`config.mk`:
```
export PLATFORM = sky130hd
export DESIGN_NAME = giraffe_rx_decoder_flat
export DESIGN_NICKNAME = d
export VERILOG_FILES = /design/src/rtl/giraffe_rx_decoder_if.sv /design/src/rtl/giraffe_rx_decoder.sv /design/src/flat_wrapper.sv
export SDC_FILE = /design/constraint.sdc
export NUM_CORES = 1
export LEC_CHECK = 0
export CAP_MARGIN = 25
export CORE_ASPECT_RATIO = 1.5
export CORE_MARGIN = 2
export CORE_UTILIZATION = 53
export CTS_BUF_LIST = sky130_fd_sc_hd__clkbuf_8 sky130_fd_sc_hd__clkbuf_16
export CTS_CLUSTER_SIZE = 24
export DETAILED_ROUTE_END_ITERATION = 10
export HOLD_SLACK_MARGIN = 0.1
export PLACE_DENSITY = 0.8
export SYNTH_ARGS = -nofsm -noshare
export SYNTH_HDL_FRONTEND = slang
export SYNTH_SLANG_ARGS = --single-unit
```
`constraint.sdc`:
```
create_clock -name clk -period 3.1 [get_ports clk]
set_clock_uncertainty 0.2 [all_clocks]
set_input_delay 0.62 -clock clk [delete_from_list [all_inputs] [get_ports clk]]
set_output_delay 0.62 -clock clk [all_outputs]
set_load 0.02 [all_outputs]
```
`src/rtl/giraffe_rx_decoder_if.sv`:
```
// Byte-in / sample-out handshake bundle for the giraffe RX decoder.
interface giraffe_rx_decoder_if #(
    parameter int N_bit  = 6,
    parameter int N_data = 8
);
    logic              rx_valid;
    logic [N_data-1:0] rx_data;
    logic              out_ready;
    logic              out_valid;
    logic [N_bit-1:0]  out_data;
    logic              out_main;

    // Byte source / sample sink side
    modport master (
        output rx_valid, rx_data, out_ready,
        input  out_valid, out_data, out_main
    );

    // Decoder side
    modport slave (
        input  rx_valid, rx_data, out_ready,
        output out_valid, out_data, out_main
    );
endinterface

```
`src/rtl/giraffe_rx_decoder.sv`:
```
// Giraffe RX decoder: tag-based framing lock on received UART bytes, main/sub
// ADC sample FIFO with overflow detection, and saturating statistics counters.
module giraffe_rx_decoder #(
    parameter int N_bit      = 6,
    parameter int N_data     = 8,
    parameter int FIFO_DEPTH = 4,
    parameter int CNT_W      = 16
) (
    input  logic                          clk,
    input  logic                          nrst,
    input  logic                          clr_cnt,
    giraffe_rx_decoder_if.slave           bus,
    output logic                          locked,
    output logic                          err_tag,
    output logic                          err_ovf,
    output logic [CNT_W-1:0]              main_cnt,
    output logic [CNT_W-1:0]              sub_cnt,
    output logic [CNT_W-1:0]              err_cnt,
    output logic [$clog2(FIFO_DEPTH):0]   fifo_level
);
    localparam int TAG_W = N_data - N_bit;
    localparam int AW    = $clog2(FIFO_DEPTH);

    typedef enum logic {SEARCH, LOCKED} state_t;

    // Tag decode, only meaningful while rx_valid is high
    logic [TAG_W-1:0] tag;
    logic             tag_main, tag_sub, tag_bad;

    assign tag      = bus.rx_data[N_data-1:N_bit];
    assign tag_main = &tag;
    assign tag_sub  = ~|tag;
    assign tag_bad  = bus.rx_valid & ~(tag_main | tag_sub);

    // Framing FSM
    state_t     state_q, state_d;
    logic [1:0] run_q, run_d;
    logic       push_req;

    // State and run-counter register
    always_ff @(posedge clk or negedge nrst) begin
        if (!nrst) begin
            state_q <= SEARCH;
            run_q   <= 2'd0;
        end else begin
            state_q <= state_d;
            run_q   <= run_d;
        end
    end

    // Next state: two good tags in a row lock; any bad tag drops back to search
    always_comb begin
        state_d  = state_q;
        run_d    = run_q;
        push_req = 1'b0;
        if (bus.rx_valid) begin
            if (tag_bad) begin
                state_d = SEARCH;
                run_d   = 2'd0;
            end else if (state_q == SEARCH) begin
                if (run_q == 2'd1) begin
                    state_d = LOCKED;
                    run_d   = 2'd0;
                end else begin
                    run_d = run_q + 2'd1;
                end
            end else begin
                push_req = 1'b1;
            end
        end
    end

    assign locked = (state_q == LOCKED);

    // Sample FIFO: entry = {main flag, ADC code}
    logic [N_bit:0]  mem_q [FIFO_DEPTH];
    logic [AW-1:0]   wr_q, rd_q;
    logic [AW:0]     cnt_q, cnt_d;
    logic            full, pop, push, ovf;

    assign full = (cnt_q == (AW+1)'(FIFO_DEPTH));
    assign pop  = (cnt_q != '0) & bus.out_ready;
    // A pop in the same cycle frees the slot, so a full FIFO can still accept
    assign push = push_req & (~full | pop);
    assign ovf  = push_req & full & ~pop;

    // Occupancy next value
    always_comb begin
        cnt_d = cnt_q;
        if (push && !pop)      cnt_d = cnt_q + 1'b1;
        else if (pop && !push) cnt_d = cnt_q - 1'b1;
    end

    // Pointers and occupancy
    always_ff @(posedge clk or negedge nrst) begin
        if (!nrst) begin
            wr_q  <= '0;
            rd_q  <= '0;
            cnt_q <= '0;
        end else begin
            if (push) wr_q <= wr_q + 1'b1;
            if (pop)  rd_q <= rd_q + 1'b1;
            cnt_q <= cnt_d;
        end
    end

    // Storage; contents are don't-care until written, output is gated when empty
    always_ff @(posedge clk) begin
        if (push) mem_q[wr_q] <= {tag_main, bus.rx_data[N_bit-1:0]};
    end

    assign bus.out_valid = (cnt_q != '0);
    assign bus.out_data  = bus.out_valid ? mem_q[rd_q][N_bit-1:0] : '0;
    assign bus.out_main  = bus.out_valid ? mem_q[rd_q][N_bit]     : 1'b0;
    assign fifo_level    = cnt_q;

    // Error pulses, one cycle after the offending byte's edge
    always_ff @(posedge clk or negedge nrst) begin
        if (!nrst) begin
            err_tag <= 1'b0;
            err_ovf <= 1'b0;
        end else begin
            err_tag <= tag_bad;
            err_ovf <= ovf;
        end
    end

    // Saturating statistics counters; clear wins over increment
    logic [CNT_W-1:0] main_q, sub_q, err_q;
    localparam logic [CNT_W-1:0] CNT_MAX = '1;

    always_ff @(posedge clk or negedge nrst) begin
        if (!nrst) begin
            main_q <= '0;
            sub_q  <= '0;
            err_q  <= '0;
        end else if (clr_cnt) begin
            main_q <= '0;
            sub_q  <= '0;
            err_q  <= '0;
        end else begin
            if (push && tag_main && main_q != CNT_MAX) main_q <= main_q + 1'b1;
            if (push && tag_sub  && sub_q  != CNT_MAX) sub_q  <= sub_q + 1'b1;
            if ((tag_bad || ovf) && err_q  != CNT_MAX) err_q  <= err_q + 1'b1;
        end
    end

    assign main_cnt = main_q;
    assign sub_cnt  = sub_q;
    assign err_cnt  = err_q;
endmodule
```
`src/flat_wrapper.sv`:
```
// flat-port wrapper written by rule: the top's interface ports become plain ports
module giraffe_rx_decoder_flat 
#(
    parameter int N_bit      = 6,
    parameter int N_data     = 8,
    parameter int FIFO_DEPTH = 4,
    parameter int CNT_W      = 16
)
  (clk, nrst, clr_cnt, locked, err_tag, err_ovf, main_cnt, sub_cnt, err_cnt, fifo_level, bus_rx_valid, bus_rx_data, bus_out_ready, bus_out_valid, bus_out_data, bus_out_main);
  giraffe_rx_decoder_if #(.N_bit(N_bit), .N_data(N_data)) bus_i ();
  input  logic clk;
  input  logic nrst;
  input  logic clr_cnt;
  output logic locked;
  output logic err_tag;
  output logic err_ovf;
  output logic [CNT_W-1:0] main_cnt;
  output logic [CNT_W-1:0] sub_cnt;
  output logic [CNT_W-1:0] err_cnt;
  output logic [$clog2(FIFO_DEPTH):0] fifo_level;
  input wire logic [$bits(bus_i.rx_valid)-1:0] bus_rx_valid;
  input wire logic [$bits(bus_i.rx_data)-1:0] bus_rx_data;
  input wire logic [$bits(bus_i.out_ready)-1:0] bus_out_ready;
  output wire logic [$bits(bus_i.out_valid)-1:0] bus_out_valid;
  output wire logic [$bits(bus_i.out_data)-1:0] bus_out_data;
  output wire logic [$bits(bus_i.out_main)-1:0] bus_out_main;
  assign bus_i.rx_valid = bus_rx_valid;
  assign bus_i.rx_data = bus_rx_data;
  assign bus_i.out_ready = bus_out_ready;
  assign bus_out_valid = bus_i.out_valid;
  assign bus_out_data = bus_i.out_data;
  assign bus_out_main = bus_i.out_main;
  giraffe_rx_decoder #(.N_bit(N_bit), .N_data(N_data), .FIFO_DEPTH(FIFO_DEPTH), .CNT_W(CNT_W)) u_core (.clk(clk), .nrst(nrst), .clr_cnt(clr_cnt), .bus(bus_i), .locked(locked), .err_tag(err_tag), .err_ovf(err_ovf), .main_cnt(main_cnt), .sub_cnt(sub_cnt), .err_cnt(err_cnt), .fifo_level(fifo_level));
endmodule
```
==> run metrics, run 1 <==
status=finished clean; P&R area growth vs syn=28.2%; ys flop type=dfrtp_1; Mapped Nets=429; number of synthesized register bits=88; CTS clk-pin slew, worst paths=0.06 ns; average instance area after synthesis=11.1 um2; r2r startpoint=u_core.fifo_level[0]; area leader, netlist=dfrtp_1; Die Ht=117 um; clock sink total=88; # nets final=517; die area=9230 um2; pin count of the biggest net entering global routing=61; Max Slew Vio Count=0; final core occ=69.2%; number of enable flip-flop cells after synthesis=28; Sw Share=29.2%; share of layout cells above drive strength 1=13.7%; Rows=41; Yosys top cell area share=33.5%; CP Class=input pin to flop; number of synthesis warnings=0; vias in the first global route=3459; PD cells=572 nW/um2; clock latency on the worst-skew pair=0.34 ns; die width=79.1 um; initial DRC count=232; Comb pwr share=23.4%; core area=8310 um2; startpoint types=input pin; number of CTS-inserted buffers=9; TritonRoute pass-1 iters=4; Final Hold Viols=0; Synth Instances=405; Flop pwr share=42.4%; initial core utilization=53.9%; worst vdd ir=0.366 mV; total grt overflow=0; Max clock buf depth=2; most frequent cell after synthesis=dfrtp_1; clock share of power=34.2%; min setup slack post-route=0.132 ns; HP Class=input pin to async pin; hpwl dp=6.98 mm; static leakage=2.17 nW; Final GP Congestion=0.831; Psw=0.000958 W; diode count=0; reg-to-reg endpoint=u_core.err_cnt[13]; routed len/inst=16.6 um; CP Capture Type=flop; GRT Total Usage=22.9%; Worst Reg-to-Reg Cells=5; worst-path maximum fanout=3; Final Cycle Share=95.7%; initial antenna violation count=0; postcts setup bufs=0; most frequent cells after synthesis=dfrtp_1, a21oi_1, edfxtp_1; Seq/Total Area, Yosys=52.2%; root buf cell=clkbuf_16; Detailed Route WL=10.0 mm; dpl ws=-0.200 ns; top post-synthesis cells by area=dfrtp_1, edfxtp_1, a21oi_1, o31ai_1, or4_1; slew of the pin with the lowest slew margin=0.891 ns; vias per std cell=6.06; IO buf count=74; max cap viols=0; final setup vio count=0; synthesized cell area=4480 um2; Fill cells=654; Reg2Reg Setup Slack=0.54 ns; ys async rst share=68.2%; Pint=0.00233 W; slew margin rel.=40.6%; TritonCTS clock tree=yes; DRC Markers=0; min cycle time layout=2.97 ns; Synth cell types=46; IO Pins=75; RSZ-0062 raised after global routing=false; global-route wire length before repair=16.5 mm; Crit path required time=3.16 ns; Max Clock Freq=337 MHz; via count=3669; CTS H-tree depth=3; ANT nets after route=0; Data arrival, critical path=3.03 ns
-- worst max-delay path by stage --
| stage | from | endpoint | slack, ns | cells past startpoint |
|---|---|---|---|---|
| floorplan | bus_rx_data[6] | u_core.fifo_level[2] | 0.16 | 11 |
| global placement | bus_rx_data[6] | u_core.fifo_level[2] | -0.05 | 11 |
| CTS | bus_rx_data[6] | u_core.fifo_level[2] | 0.09 | 11 |
| detailed placement | bus_rx_data[6] | u_core.fifo_level[2] | -0.20 | 11 |
| finish | bus_rx_data[6] | u_core.fifo_level[2] | 0.13 | 11 |
| global route | bus_rx_data[6] | u_core.fifo_level[2] | 0.01 | 11 |
-- layout by cell type, fill, tap and decap left out, types with 2 or more instances in the layout --
master / instances
edfxtp_1: 28
and2_1: 8
nand3_1: 19
nand2_1: 15
dfrtp_1: 59
inv_6: 3
o21ai_0: 11
buf_2: 2
ha_1: 10
nor2_1: 15
and4b_1: 2
buf_4: 25
or3_1: 7
mux4_2: 7
nor4_1: 4
xnor2_1: 4
a21oi_1: 39
clkinv_4: 2
nor3_1: 9
or4_1: 23
or2_2: 2
nand3b_1: 2
clkbuf_16: 9
o31a_1: 2
nor2b_1: 9
and3_1: 10
a211oi_1: 2
nand2b_1: 2
and4_1: 8
o31ai_1: 25
xor2_1: 2
nor4b_1: 4
inv_1: 15
clkdlybuf4s50_1: 72
mux2_2: 11
nand4_1: 15
-- critical path: stages --
cell             delay [ns]
clkdlybuf4s50_1        0.51
inv_1                  0.06
ha_1                   0.31
and3b_1                0.23
and2_0                 0.19
ha_1                   0.19
inv_1                  0.06
fa_1                   0.37
xor2_1                 0.17
nor2_1                 0.15
xor2_1                 0.17
-- layout make-up --
class                           instances  area [um2]  share of cell area, %
Clock buffer                            9         225                   3.92
Clock inverter                          7        85.1                   1.48
Inverter                               15        56.3                  0.979
Multi-Input combinational cell        280        1990                   34.6
Sequential cell                        88        2340                   40.8
Tap cell                              107         134                   2.33
Timing Repair Buffer                   99         918                   16.0
-- routing by layer --
metal	wire length [um]	vias up	track usage [%]
met2	5470	92	40.4
met4	95	0	7.01
met5	0	-	0
met1	4050	1830	27.7
met3	420	7	5.80
li1	-	1740	-
-- stage by stage --
| stage | total power [W] | TNS [ns] | std cells | hold WS [ns] | instance area, um2 |
|---|---|---|---|---|---|
| after floorplan | 0.00186 | 0 | 405 | 0.124 | 4480 |
| after detailed placement | 0.00219 | -0.278 | 589 | 0.315 | 5440 |
| after global placement | 0.00215 | -0.0500 | 589 | 0.296 | 5440 |
| final | 0.00329 | 0 | 605 | 0.222 | 5750 |
| after global routing | 0.00344 | 0 | 605 | 0.297 | 5750 |
| after CTS | 0.00332 | 0 | 605 | 0.259 | 5750 |
-- power groups by stage --
stage	combinational (W)	sequential, W	clock, W
after floorplan	0.000472	0.00139	0
after CTS	0.000779	0.00140	0.00114
after global placement	0.000743	0.00141	0
after detailed placement	0.000771	0.00142	0
after global routing	0.000830	0.00141	0.00120
final	0.000770	0.00139	0.00112
-- repair_timing --
action | CTS | global route
endpoints found under the setup margin | 5 | 0
resized for setup | 1 | 0
endpoints found under the hold margin | 0 | 0
hold buffers | 0 | 0
-- kinds of logic after synthesis --
family / Yosys count / share of synthesized area [%]
simple gates: 159 / 21.6
flops: 88 / 52.2
compound gates: 85 / 11.8
buf+inv: 37 / 3.43
mux: 19 / 6.50
fa+ha+maj: 11 / 3.24
xor+xnor: 6 / 1.17
-- state kept, by name, summed over array words and instances (netlist names) --
signal and count:
u_core.wr_q 2, u_core.locked 1, u_core.err_ovf 1, u_core.run_q 2, u_core.fifo_level 3, u_core.main_cnt 16, u_core.sub_cnt 16, u_core.rd_q 2
u_core.mem_q 28, u_core.err_cnt 16, u_core.err_tag 1
No activity file was read; power rests on OpenSTA's default activity.
==> run 2, diff against run 1 <==
CORE_UTILIZATION = 50   (was 53)
PLACE_DENSITY = 0.76   (was 0.8)
RECOVER_POWER = 50   (was default)
==> run metrics, run 2 (synthesis results as in run 1) <==
WP buf/inv=3 (unchanged); total grt overflow=0 (unchanged); Comb pwr share=24.3% (+0.9 points); placed cell count=598 (+1.5%); Final GP Congestion=0.820 (-1.3%); core area=8780 um2 (+5.6%); Pint=0.00234 W (+0.54%); initial DRC count=194 (-16%); clock sink total=88 (unchanged); Cell Count, Final, Fillers Out=614 (+1.5%); most frequent cells in the layout=dfrtp_1, clkdlybuf4s50_1, a21oi_1; worst vdd ir=0.428 mV (+17%); worst-path maximum fanout=3 (unchanged); Hold WS=0.326 ns (+0.104 ns); slew of the pin with the lowest slew margin=1.58 ns (+0.691 ns); root buf cell=clkbuf_16; startpoint types=input pin; Max Clock Freq=343 MHz (+1.9%); global-route wire length before repair=16.6 mm (+0.59%); slowest stage cell, crit path=clkdlybuf4s50_1; die area=9760 um2 (+5.7%); max cap viols=1 (+1); via count=3601 (-1.9%); CP Class=input pin to flop; Die Ht=120 um (+2.9%); failing checks=max-capacitance violations, max-slew violations; clock share of power=34.1% (about the same); Psw=0.000928 W (-3.1%); cts hold-fix bufs=0 (unchanged); final setup vio count=0 (unchanged); top sig layer=met4; IO buf count=74 (unchanged); met3 routed WL=338 um (-20%); CP Capture Type=flop; post-cts resize count=0 (-1); TritonCTS clock tree=yes; Flop pwr share=41.6% (-0.8 points); # nets final=523 (+1.2%); Data arrival, critical path=2.97 ns (-0.06 ns); ANT nets after route=0 (unchanged); cell family with most CP delay=adder cells; GRT Total Usage=21.9% (-1.1 points); initial antenna violation count=0 (unchanged); Detailed Route WL=9.84 mm (-2.0%); largest reg by FF count=u_core.mem_q; number of CTS-inserted buffers=9 (unchanged); routed len/inst=16.0 um (-3.4%); Final Power=0.00327 W (-0.52%); Reg2Reg Setup Slack=0.52 ns (-0.02 ns); min cycle time layout=2.91 ns (-0.0563 ns); Final Cycle Share=93.9% (-1.8 points); hpwl dp=7.17 mm (+2.7%); Max Slew Vio Count=29 (+29); RSZ-0062 raised after global routing=false; vias per std cell=5.86 (-3.3%); DRC Markers=0 (unchanged); Sw Share=28.4% (-0.75 points); worst-path cell chain=clkdlybuf4s50_1 > inv_1 > ha_1 > and3b_1 > and2_0 > ha_1 > inv_1 > fa_1 > xor2_1 > nor2_1 > xor2_1; HP Class=flop to flop; Rows=42 (+2.4%); clock latency on the worst-skew pair=0.34 ns (about the same); P&R area growth vs syn=28.8%; PD cells=566 nW/um2 (-0.97%); commonest non-fill, non-tap cell in the layout=dfrtp_1; Final Hold Viols=0 (unchanged); CTS H-tree depth=3 (unchanged); share of layout cells above drive strength 1=13.1% (-0.56 points); Crit path required time=3.16 ns (about the same); status=finished, violations left; TritonRoute pass-1 iters=4 (unchanged); Fill cells=695 (+6.3%); routed length on met2=5.25 mm (-4.1%); max FFs per register=28 (unchanged); DRT met1 WL=4.07 mm (+0.67%); slew margin rel.=-5.47% (-46 points); diode count=0 (unchanged); IO Pins=75 (unchanged); Max clock buf depth=2 (unchanged); initial core utilization=51.1% (-2.9 points); postcts setup bufs=0 (unchanged); pin count of the biggest net entering global routing=44 (-28%); static leakage=2.26 nW (+3.8%); CTS clk-pin slew, worst paths=0.06 ns (about the same); die width=81.3 um (+2.8%); Largest stage delay, worst path=0.48 ns (-0.03 ns); vias in the first global route=3547 (+2.5%)
[run 2: cell types whose count changed in the layout (fill, tap and decap cells not counted)]
cell             before  now
inv_8                 1    0
dfrtp_2               1    0
dlygate4sd3_1         0   29
clkdlybuf4s50_1      72   43
clkbuf_8              0    1
dfrtp_1              59   60
buf_2                 2    1
clkbuf_1              0    7
[run 2: final timing paths]
| kind | startpoint | endpoint | depth (start not counted) |
|---|---|---|---|
| max | bus_rx_data[6] | u_core.fifo_level[2] | 11 |
| min | u_core.fifo_level[2] | u_core.fifo_level[2] | 1 |
| max reg2reg | u_core.fifo_level[0] | u_core.fifo_level[1] | 6 |
| min reg2reg | u_core.fifo_level[2] | u_core.fifo_level[2] | 1 |
| max in group asynchronous | nrst | u_core.main_cnt[3] | 2 |
| min in group asynchronous | nrst | u_core.fifo_level[2] | 1 |
[run 2: layer usage]
metal	vias up	track usage, %
li1	1742	-
met1	1767	26.8
met2	78	37.0
met3	14	4.29
met4	0	8.79
met5	-	0
[run 2: worst reg2reg max path, stage by stage, from the launching register on]
cell and delay [ns]:
dfrtp_1 0.44, or4b_1 0.63, and2_0 0.22, ha_1 0.23
inv_1 0.07, fa_1 0.40, mux2_2 0.28
[run 2: power by group through the flow]
stage,Combinational (W),Clock [W],Sequential (W)
global route,0.000871,0.00120,0.00137
global placement,0.000788,0,0.00138
CTS,0.000817,0.00114,0.00136
finish,0.000794,0.00112,0.00136
detailed placement,0.000814,0,0.00139
floorplan,0.000472,0,0.00139
[run 2: metrics by stage]
stage | area [um2] | util, % | TNS, ns | worst slack, ns
6_report | 5780 | 65.8 | 0 | 0.189
5_1_grt | 5780 | 65.8 | 0 | 0.0426
4_1_cts | 5800 | 66.1 | 0 | 0.172
3_5_place_dp | 5490 | 62.5 | -0.366 | -0.167
3_3_place_gp | 5490 | 62.5 | -0.103 | -0.0680
2_1_floorplan | 4480 | - | 0 | 0.159
[run 2: final cells by class]
cell class / instances / area (um2) / share of cell area [%]
clock buffer: 10 / 239 / 4.14
clock inverter: 6 / 73.8 / 1.28
inverter: 15 / 56.3 / 0.975
multi-input combinational: 280 / 1990 / 34.4
sequential: 88 / 2340 / 40.6
tap: 110 / 138 / 2.38
timing repair buffer: 105 / 940 / 16.3
